<file path="config.mk">
export PLATFORM = sky130hd
export DESIGN_NAME = wbdepp_burst_flat
export DESIGN_NICKNAME = d
export VERILOG_FILES = /design/src/rtl/wbdepp_burst_if.sv /design/src/rtl/wbdepp_burst.sv /design/src/flat_wrapper.sv
export SDC_FILE = /design/constraint.sdc
export NUM_CORES = 1
export LEC_CHECK = 0
export BUFFER_PORTS_ARGS = -buffer_cell sky130_fd_sc_hd__buf_2
export CAP_MARGIN = 20
export CORE_MARGIN = 2
export CORE_UTILIZATION = 50
export DETAILED_ROUTE_END_ITERATION = 10
export GPL_TIMING_DRIVEN = 0
export PLACE_DENSITY = 0.76
export SLEW_MARGIN = 0
export SYNTH_ARGS = -nofsm -noshare
export SYNTH_HDL_FRONTEND = slang
export SYNTH_SLANG_ARGS = --single-unit
</file>
<file path="constraint.sdc">
create_clock -name i_clk -period 2.18 [get_ports i_clk]
set_clock_uncertainty 0.2 [all_clocks]
set_input_delay 0.218 -clock i_clk [delete_from_list [all_inputs] [get_ports i_clk]]
set_output_delay 0.218 -clock i_clk [all_outputs]
set_load 0.005 [all_outputs]
</file>
<file path="src/rtl/wbdepp_burst_if.sv">
// -----------------------------------------------------------------------------
// wbdepp_burst_if
//   Pipelined Wishbone bus between the DEPP burst bridge (master) and the
//   FPGA interconnect (slave). Signal names are taken from the master's view:
//   o_wb_* are driven by the master, i_wb_* are driven by the slave.
//
//   o_wb_cyc    cycle in progress
//   o_wb_stb    request strobe
//   o_wb_we     1 = write, 0 = read
//   o_wb_addr   word address, AW bits
//   o_wb_data   write data, DW bits
//   i_wb_ack    transfer acknowledge
//   i_wb_stall  slave cannot take the request this clock
//   i_wb_err    transfer error
//   i_wb_data   read data, DW bits
// -----------------------------------------------------------------------------
interface wbdepp_burst_if #(
    parameter int AW = 32,
    parameter int DW = 32
) ();
    logic          o_wb_cyc;
    logic          o_wb_stb;
    logic          o_wb_we;
    logic [AW-1:0] o_wb_addr;
    logic [DW-1:0] o_wb_data;
    logic          i_wb_ack;
    logic          i_wb_stall;
    logic          i_wb_err;
    logic [DW-1:0] i_wb_data;

    modport master (
        output o_wb_cyc, o_wb_stb, o_wb_we, o_wb_addr, o_wb_data,
        input  i_wb_ack, i_wb_stall, i_wb_err, i_wb_data
    );

    modport slave (
        input  o_wb_cyc, o_wb_stb, o_wb_we, o_wb_addr, o_wb_data,
        output i_wb_ack, i_wb_stall, i_wb_err, i_wb_data
    );
endinterface

</file>
<file path="src/rtl/wbdepp_burst.sv">
// -----------------------------------------------------------------------------
// wbdepp_burst
//   Host parallel port (PW-bit beats) to pipelined Wishbone master bridge.
//   Address beats shift into the WB address, data beats assemble DW-bit
//   words, and reads return a word as DW/PW beats. Optional address
//   auto-increment after each completed word gives burst access. A sticky
//   error flag and a status byte are readable through an address-strobe read.
//
//   Optional feature macro: WBDEPP_TIMEOUT_EN
//     defined   : bus watchdog ends a WB cycle after TIMEOUT clocks without
//                 ack/err and flags an error
//     undefined : BUS waits for ack/err indefinitely, TIMEOUT has no effect
//
// Ports
//   i_clk       system clock, rising edge
//   i_rst_n     asynchronous active-low reset
//   i_astb_n    host address strobe, active low, asynchronous
//   i_dstb_n    host data strobe, active low, asynchronous
//   i_write_n   0 = host write, 1 = host read, sampled with the strobe
//   i_depp      host write data (PW bits)
//   o_depp      host read data (PW bits)
//   o_wait      beat handshake to host
//   i_int       interrupt, reported in the status byte
//   wb          Wishbone master modport (see wbdepp_burst_if)
//
// Status byte (address read): {0.., beat_cnt!=0, int, err, busy}
// -----------------------------------------------------------------------------
//
//   state | meaning
//   ------+-----------------------------------------------------------
//   IDLE  | waiting for a host strobe falling edge
//   BUS   | WB cycle open, waiting for ack / err (/ watchdog)
//   HOLD  | beat complete, o_wait high until the host releases the strobe
//
module wbdepp_burst #(
    parameter int PW      = 8,
    parameter int AW      = 32,
    parameter int DW      = 32,
    parameter int AUTOINC = 1,
    parameter int TIMEOUT = 255
) (
    input  logic           i_clk,
    input  logic           i_rst_n,
    input  logic           i_astb_n,
    input  logic           i_dstb_n,
    input  logic           i_write_n,
    input  logic [PW-1:0]  i_depp,
    output logic [PW-1:0]  o_depp,
    output logic           o_wait,
    input  logic           i_int,
    wbdepp_burst_if.master wb
);

    localparam int            NB        = DW / PW;
    localparam int            BW        = (NB > 1) ? $clog2(NB) : 1;
    localparam logic [BW-1:0] LAST_BEAT = BW'(NB - 1);
    localparam bit            INC       = (AUTOINC != 0);

    typedef enum logic [1:0] {
        ST_IDLE,
        ST_BUS,
        ST_HOLD
    } state_t;

    state_t r_state;
    state_t w_state_nxt;

    // Strobe / direction / interrupt synchronizers
    logic r_astb_s1, r_astb_s2, r_astb_d;
    logic r_dstb_s1, r_dstb_s2, r_dstb_d;
    logic r_wr_s1, r_wr_s2;
    logic r_int_s1, r_int_s2;

    // Datapath
    logic          r_cyc;
    logic          r_stb;
    logic          r_we;
    logic [AW-1:0] r_addr;
    logic [DW-1:0] r_wdata;
    logic [DW-1:0] r_rd_shift;
    logic [3:0]    r_status;
    logic          r_sel_status;
    logic [BW-1:0] r_beat_cnt;
    logic          r_err;
    logic          r_word_err;
    logic          r_bus_last;
    logic          r_beat_astb;

    logic          w_astb_fall;
    logic          w_dstb_fall;
    logic          w_abeat;
    logic          w_dbeat;
    logic          w_host_wr;
    logic          w_dbeat_bus;
    logic          w_strobe_high;
    logic          w_bus_resp;
    logic          w_bus_fail;
    logic          w_timeout;
    logic          w_bus_start;
    logic          w_bus_end;
    logic [BW-1:0] w_cnt_next;
    logic [3:0]    w_status;

    always_ff @(posedge i_clk or negedge i_rst_n) begin
        if (!i_rst_n) begin
            r_astb_s1 <= 1'b1;
            r_astb_s2 <= 1'b1;
            r_astb_d  <= 1'b1;
            r_dstb_s1 <= 1'b1;
            r_dstb_s2 <= 1'b1;
            r_dstb_d  <= 1'b1;
            r_wr_s1   <= 1'b1;
            r_wr_s2   <= 1'b1;
            r_int_s1  <= 1'b0;
            r_int_s2  <= 1'b0;
        end else begin
            r_astb_s1 <= i_astb_n;
            r_astb_s2 <= r_astb_s1;
            r_astb_d  <= r_astb_s2;
            r_dstb_s1 <= i_dstb_n;
            r_dstb_s2 <= r_dstb_s1;
            r_dstb_d  <= r_dstb_s2;
            r_wr_s1   <= i_write_n;
            r_wr_s2   <= r_wr_s1;
            r_int_s1  <= i_int;
            r_int_s2  <= r_int_s1;
        end
    end

    assign w_astb_fall = r_astb_d & ~r_astb_s2;
    assign w_dstb_fall = r_dstb_d & ~r_dstb_s2;

    // With both strobes low the address strobe wins; a data beat is only
    // taken while the synchronized address strobe is high.
    assign w_abeat   = w_astb_fall;
    assign w_dbeat   = w_dstb_fall & r_astb_s2;
    assign w_host_wr = ~r_wr_s2;

    // Writes hit the bus on the last beat of a word, reads on the first.
    assign w_dbeat_bus = w_host_wr ? (r_beat_cnt == LAST_BEAT) : (r_beat_cnt == '0);

    assign w_strobe_high = r_beat_astb ? r_astb_s2 : r_dstb_s2;
    assign w_cnt_next    = (r_beat_cnt == LAST_BEAT) ? '0 : r_beat_cnt + BW'(1);
    assign w_status      = {(r_beat_cnt != '0), r_int_s2, r_err, r_cyc};

    assign w_bus_resp = wb.i_wb_ack | wb.i_wb_err;
    // ack together with err is treated as an error
    assign w_bus_fail = wb.i_wb_err | w_timeout;

`ifdef WBDEPP_TIMEOUT_EN
    localparam int TW = (TIMEOUT > 255) ? 16 : 8;

    logic [TW-1:0] r_to_cnt;

    // Loaded with TIMEOUT-1 on BUS entry; reaching zero with no response
    // still pending closes the cycle TIMEOUT clocks after it opened.
    always_ff @(posedge i_clk or negedge i_rst_n) begin
        if (!i_rst_n) begin
            r_to_cnt <= '0;
        end else if (w_bus_start) begin
            r_to_cnt <= TW'(TIMEOUT - 1);
        end else if (r_state == ST_BUS && r_to_cnt != '0) begin
            r_to_cnt <= r_to_cnt - TW'(1);
        end
    end

    assign w_timeout = (r_state == ST_BUS) && (r_to_cnt == '0) && !w_bus_resp;
`else
    // Watchdog not built: TIMEOUT has no effect and this is constant 0.
    assign w_timeout = (TIMEOUT < 0);
`endif

    always_ff @(posedge i_clk or negedge i_rst_n) begin
        if (!i_rst_n) begin
            r_state <= ST_IDLE;
        end else begin
            r_state <= w_state_nxt;
        end
    end

    always_comb begin
        w_state_nxt = r_state;
        w_bus_start = 1'b0;
        w_bus_end   = 1'b0;
        o_wait      = 1'b0;
        case (r_state)
            ST_IDLE: begin
                if (w_abeat) begin
                    w_state_nxt = ST_HOLD;
                end else if (w_dbeat) begin
                    if (w_dbeat_bus) begin
                        w_state_nxt = ST_BUS;
                        w_bus_start = 1'b1;
                    end else begin
                        w_state_nxt = ST_HOLD;
                    end
                end
            end
            ST_BUS: begin
                if (w_bus_resp || w_timeout) begin
                    w_state_nxt = ST_HOLD;
                    w_bus_end   = 1'b1;
                end
            end
            ST_HOLD: begin
                // o_wait falls in the same cycle the released strobe is seen
                if (w_strobe_high) begin
                    w_state_nxt = ST_IDLE;
                end else begin
                    o_wait = 1'b1;
                end
            end
            default: begin
                w_state_nxt = ST_IDLE;
            end
        endcase
    end

    always_ff @(posedge i_clk or negedge i_rst_n) begin
        if (!i_rst_n) begin
            r_cyc        <= 1'b0;
            r_stb        <= 1'b0;
            r_we         <= 1'b0;
            r_addr       <= '0;
            r_wdata      <= '0;
            r_rd_shift   <= '0;
            r_status     <= '0;
            r_sel_status <= 1'b0;
            r_beat_cnt   <= '0;
            r_err        <= 1'b0;
            r_word_err   <= 1'b0;
            r_bus_last   <= 1'b0;
            r_beat_astb  <= 1'b0;
        end else begin
            if (r_state == ST_IDLE && w_abeat) begin
                r_beat_astb <= 1'b1;
                if (w_host_wr) begin
                    r_addr     <= AW'({r_addr, i_depp});
                    r_beat_cnt <= '0;
                end else begin
                    r_status     <= w_status;
                    r_sel_status <= 1'b1;
                    r_err        <= 1'b0;
                end
            end else if (r_state == ST_IDLE && w_dbeat) begin
                r_beat_astb <= 1'b0;
                r_beat_cnt  <= w_cnt_next;
                if (w_host_wr) begin
                    r_wdata <= DW'({r_wdata, i_depp});
                end else begin
                    r_sel_status <= 1'b0;
                    if (r_beat_cnt != '0) begin
                        r_rd_shift <= r_rd_shift << PW;
                        // A word whose bus read failed never advances the address
                        if (INC && r_beat_cnt == LAST_BEAT && !r_word_err) begin
                            r_addr <= r_addr + AW'(1);
                        end
                    end
                end
                if (w_bus_start) begin
                    r_cyc      <= 1'b1;
                    r_stb      <= 1'b1;
                    r_we       <= w_host_wr;
                    r_bus_last <= (r_beat_cnt == LAST_BEAT);
                    r_word_err <= 1'b0;
                end
            end

            if (r_state == ST_BUS) begin
                if (r_stb && !wb.i_wb_stall) begin
                    r_stb <= 1'b0;
                end
                if (w_bus_end) begin
                    r_cyc <= 1'b0;
                    r_stb <= 1'b0;
                    if (w_bus_fail) begin
                        r_err      <= 1'b1;
                        r_word_err <= 1'b1;
                        if (!r_we) begin
                            r_rd_shift <= '0;
                        end
                    end else begin
                        if (!r_we) begin
                            r_rd_shift <= wb.i_wb_data;
                        end
                        if (INC && r_bus_last) begin
                            r_addr <= r_addr + AW'(1);
                        end
                    end
                end
            end
        end
    end

    assign o_depp = r_sel_status ? PW'(r_status) : r_rd_shift[DW-1 -: PW];

    assign wb.o_wb_cyc  = r_cyc;
    assign wb.o_wb_stb  = r_stb;
    assign wb.o_wb_we   = r_we;
    assign wb.o_wb_addr = r_addr;
    assign wb.o_wb_data = r_wdata;

endmodule

</file>
<file path="src/flat_wrapper.sv">
// flat-port wrapper written by rule: the top's interface ports become plain ports
module wbdepp_burst_flat 
#(
    parameter int PW      = 8,
    parameter int AW      = 32,
    parameter int DW      = 32,
    parameter int AUTOINC = 1,
    parameter int TIMEOUT = 255
)
  (i_clk, i_rst_n, i_astb_n, i_dstb_n, i_write_n, i_depp, o_depp, o_wait, i_int, wb_o_wb_cyc, wb_o_wb_stb, wb_o_wb_we, wb_o_wb_addr, wb_o_wb_data, wb_i_wb_ack, wb_i_wb_stall, wb_i_wb_err, wb_i_wb_data);
  wbdepp_burst_if #(.AW(AW), .DW(DW)) wb_i ();
  input  logic i_clk;
  input  logic i_rst_n;
  input  logic i_astb_n;
  input  logic i_dstb_n;
  input  logic i_write_n;
  input  logic [PW-1:0] i_depp;
  output logic [PW-1:0] o_depp;
  output logic o_wait;
  input  logic i_int;
  output wire logic [$bits(wb_i.o_wb_cyc)-1:0] wb_o_wb_cyc;
  output wire logic [$bits(wb_i.o_wb_stb)-1:0] wb_o_wb_stb;
  output wire logic [$bits(wb_i.o_wb_we)-1:0] wb_o_wb_we;
  output wire logic [$bits(wb_i.o_wb_addr)-1:0] wb_o_wb_addr;
  output wire logic [$bits(wb_i.o_wb_data)-1:0] wb_o_wb_data;
  input wire logic [$bits(wb_i.i_wb_ack)-1:0] wb_i_wb_ack;
  input wire logic [$bits(wb_i.i_wb_stall)-1:0] wb_i_wb_stall;
  input wire logic [$bits(wb_i.i_wb_err)-1:0] wb_i_wb_err;
  input wire logic [$bits(wb_i.i_wb_data)-1:0] wb_i_wb_data;
  assign wb_o_wb_cyc = wb_i.o_wb_cyc;
  assign wb_o_wb_stb = wb_i.o_wb_stb;
  assign wb_o_wb_we = wb_i.o_wb_we;
  assign wb_o_wb_addr = wb_i.o_wb_addr;
  assign wb_o_wb_data = wb_i.o_wb_data;
  assign wb_i.i_wb_ack = wb_i_wb_ack;
  assign wb_i.i_wb_stall = wb_i_wb_stall;
  assign wb_i.i_wb_err = wb_i_wb_err;
  assign wb_i.i_wb_data = wb_i_wb_data;
  wbdepp_burst #(.PW(PW), .AW(AW), .DW(DW), .AUTOINC(AUTOINC), .TIMEOUT(TIMEOUT)) u_core (.i_clk(i_clk), .i_rst_n(i_rst_n), .i_astb_n(i_astb_n), .i_dstb_n(i_dstb_n), .i_write_n(i_write_n), .i_depp(i_depp), .o_depp(o_depp), .o_wait(o_wait), .i_int(i_int), .wb(wb_i));
endmodule
</file>
==> impl_metrics.yaml <==
run_status:
  status: "finished with violations"
  violations: "negative setup slack"
clocking:
  cts_buffers: 17
  cts_sinks: 122
  cts_tree: "built"
  clockRootBuffer: "clkbuf_16"
  cts.clk_slew.worst_paths_ps: 60
  htree_num_levels: 4
  clk_path_buf_depth: 2
  insertion_delay_ps: 420
place:
  dpl.hpwl_um: 11300
  gp_congestion: 0.9058
  place_ws_ps: -639.4
  port_buffers: 124
  dpl-instance-area_sq_mm: 0.006890
yosys:
  ys_warn_count: 0
  ys_seq_area_share_pct: 50.64
  synth_edf_count: 0
  ys_ff_latch: 122
  ys_async_sr_fraction_pct: 100.0
  synth_ff_type: "dfrtp_1"
  syn_inst: 548
  syn_avg_cell_area_sq_um: 11.04
  yosysUniqueCellTypes: 59
  synth_area_sq_mm: 0.006048
  synth_fp_nets: 600
drt:
  wl_per_cell_um: 20.18
  vias: 5667
  wl_um: 18930
  ant_nets: 0
  first_pass_iters: 5
  drcViolationCount: 0
  drtIter0Drc: 541
  vias_per_cell: 6.042
grt:
  grt_use_total_pct: 28.75
  grt_max_degree: 89
  gr-total-overflow: 0
  antenna_found_initial: 0
  grt_pass1_vias: 5605
  grt_pass1_wl_um: 28900
setup_path:
  worstPathCellList: "inv_2 -> ha_4 -> nor3b_4 -> buf_6 -> and3_1 -> buf_6 -> o211ai_1 -> or4_1 -> o211ai_1"
  crit_slowest_cell: "dfrtp_1"
  critPathKind: "flip-flop to flip-flop"
  arrival_ps: 2490
  r2r-end: "u_core.wb.o_wb_addr[21]"
  start_kind: "flip-flop"
  crit_fanout: 6
  reg2reg_depth: 9
  reg2reg_from: "u_core.r_beat_cnt[0]"
  r2r_slack_ps: -180
  cp-end-kind: "flip-flop"
  worstPathRequired_ps: 2310
  max_stage_delay_ps: 440
sta:
  post-route-min-period_ps: 2356
  setup-violations-final: 45
  final_max_slew_viol_count: 0
  max_freq_mhz: 424.4
  finalCritPeriodShare_pct: 108.1
  tightest_slew_ps: 584.1
  slew_headroom_pct: 60.76
  setup_ws_ps: -176.2
  rsz0062_at_grt: "yes"
  hold_viol: 0
floorplan:
  core_area_sq_mm: 0.01191
  die_h_um: 114.0
  dieArea_sq_mm: 0.01299
  placementRows: 40
  ioPinCount: 125
  die_w_um: 114.0
  start_util_pct: 50.78
power:
  powerDensity_mw_per_mm2: 1163
  p_leak_nw: 3.829
  peakVddDrop_v: 0.0007643
layout:
  final_cell_area_sq_mm: 0.008685
  syn_to_final_growth_pct: 43.59
  layout-drive-gt1-share_pct: 40.43
  num-nets-final: 828
worst_hold_path:
  hp-class: "primary input to asynchronous set/reset pin"
job:
  max-cap-violations: 0
==> placed cells by master (no fill, tap or decap), drive strengths merged, types with 9 or more instances in the layout <==
cell type / Yosys / routed
nand2: 55 / 55
dlygate4sd3: 0 / 47
dfrtp: 114 / 114
mux2: 42 / 42
nand3b: 36 / 36
nand3: 19 / 19
o21ai: 41 / 41
a211oi: 9 / 9
clkbuf: 22 / 37
a21oi: 9 / 9
nor3: 11 / 11
buf: 14 / 185
nor2: 13 / 13
mux2i: 31 / 31
a221o: 9 / 9
o211ai: 11 / 11
==> worst max-delay path, delay by kind of cell (launching register included) <==
kind	cells	cell delay, ps
and+or+nand+nor	3	850
adders and majority gates	1	170
AOI/OAI and AO/OA	2	240
DFF	1	440
buffers and inverters	3	370
==> cells by family after synthesis <==
family,share of synthesized area (%)
fa+ha+maj,0.6207
compound gates,14.52
simple gates,17.94
mux,12.95
buf+inv,3.041
flops,50.64
xor+xnor,0.2897
==> routing by layer <==
metal	vias to the layer above	GRT usage, %	share of wire, %
met5	-	0	0
met4	0	11.38	2.3
met3	45	7.651	7.6
met2	295	45.83	50
met1	2813	37.61	40
li1	2514	-	-
==> power breakdown <==
part           leakage [nW]  internal (mW)  total (mW)  switching [mW]
clock                 0.284           1.76        2.74           0.979
sequential             1.50           3.15        4.09           0.939
combinational          2.04           1.71        3.27            1.56
==> repair_timing <==
action | CTS | global route
hold buffers | 47 | 0
pin swaps | 13 | 11
gates cloned | 1 | 2
resized for setup | 68 | 87
setup endpoints to repair | 104 | 92
endpoints found under the hold margin | 170 | 0
setup buffers | 26 | 13
==> cells in the mapped netlist, types with 7 or more instances <==
cell type / count / area share [%]
clkbuf_1: 21 / 1.3
nand3b_1: 36 / 4.5
dfstp_2: 8 / 3.5
mux2_2: 42 / 7.8
and4_1: 7 / 1.0
a221o_1: 9 / 1.5
inv_1: 7 / 0.43
nor2_1: 13 / 0.81
o21ai_0: 40 / 3.3
nand2_1: 55 / 3.4
dfrtp_1: 114 / 47
a21oi_1: 9 / 0.74
nor3_1: 10 / 0.83
nand3_1: 18 / 1.5
a211oi_1: 8 / 0.99
o211ai_1: 11 / 1.4
buf_2: 11 / 0.91
mux2i_1: 31 / 5.1
==> through the flow <==
| step | setup TNS [ps] | hold slack [ps] | cells | util [%] | power (mW) |
|---|---|---|---|---|---|
| after CTS | -1252 | 44.54 | 923 | 70.29 | 9.758 |
| after floorplan | -176.8 | -277.6 | 548 | - | 5.419 |
| after global routing | -6447 | 85.82 | 936 | 72.87 | 10.66 |
| final | -3219 | 61.28 | 938 | 72.91 | 10.10 |
| after detailed placement | -31780 | -66.69 | 820 | 57.85 | 6.690 |
| after global placement | -121110 | 125.4 | 819 | 57.56 | 6.543 |
==> worst max path at each step <==
| stage | start | slack [ps] | depth (start not counted) | to |
|---|---|---|---|---|
| final | u_core.r_beat_cnt[0] | -180 | 9 | u_core.wb.o_wb_addr[21] |
| after global routing | u_core.r_beat_cnt[0] | -250 | 9 | u_core.wb.o_wb_addr[21] |
| after CTS | u_core.r_beat_cnt[1] | -120 | 8 | u_core.wb.o_wb_addr[30] |
| after detailed placement | u_core.r_state[0] | -640 | 7 | u_core.wb.o_wb_addr[9] |
| after global placement | i_rst_n | -820 | 1 | u_core.wb.o_wb_data[25] |
| after floorplan | u_core.wb.o_wb_addr[0] | -90 | 6 | u_core.wb.o_wb_addr[30] |
==> flip-flops by register name, indices dropped and copies added, names as in the netlist, 2 cells and up <==
signal	count
u_core.r_beat_cnt	2
u_core.r_rd_shift	32
u_core.r_state	2
u_core.r_status	4
u_core.wb.o_wb_addr	32
u_core.wb.o_wb_data	32
==> final cells by class <==
class | count | area [sq um]
clock buffer | 24 | 481.7
clock inverter | 8 | 92.59
buffer | 31 | 265.3
tap | 147 | 183.9
fill | 784 | 3227
sequential | 122 | 3068
antenna | 2 | 5.005
inverter | 7 | 26.28
timing repair buffer | 214 | 1504
multi-input combinational | 383 | 3058
No activity file was read; power rests on OpenSTA's default activity.
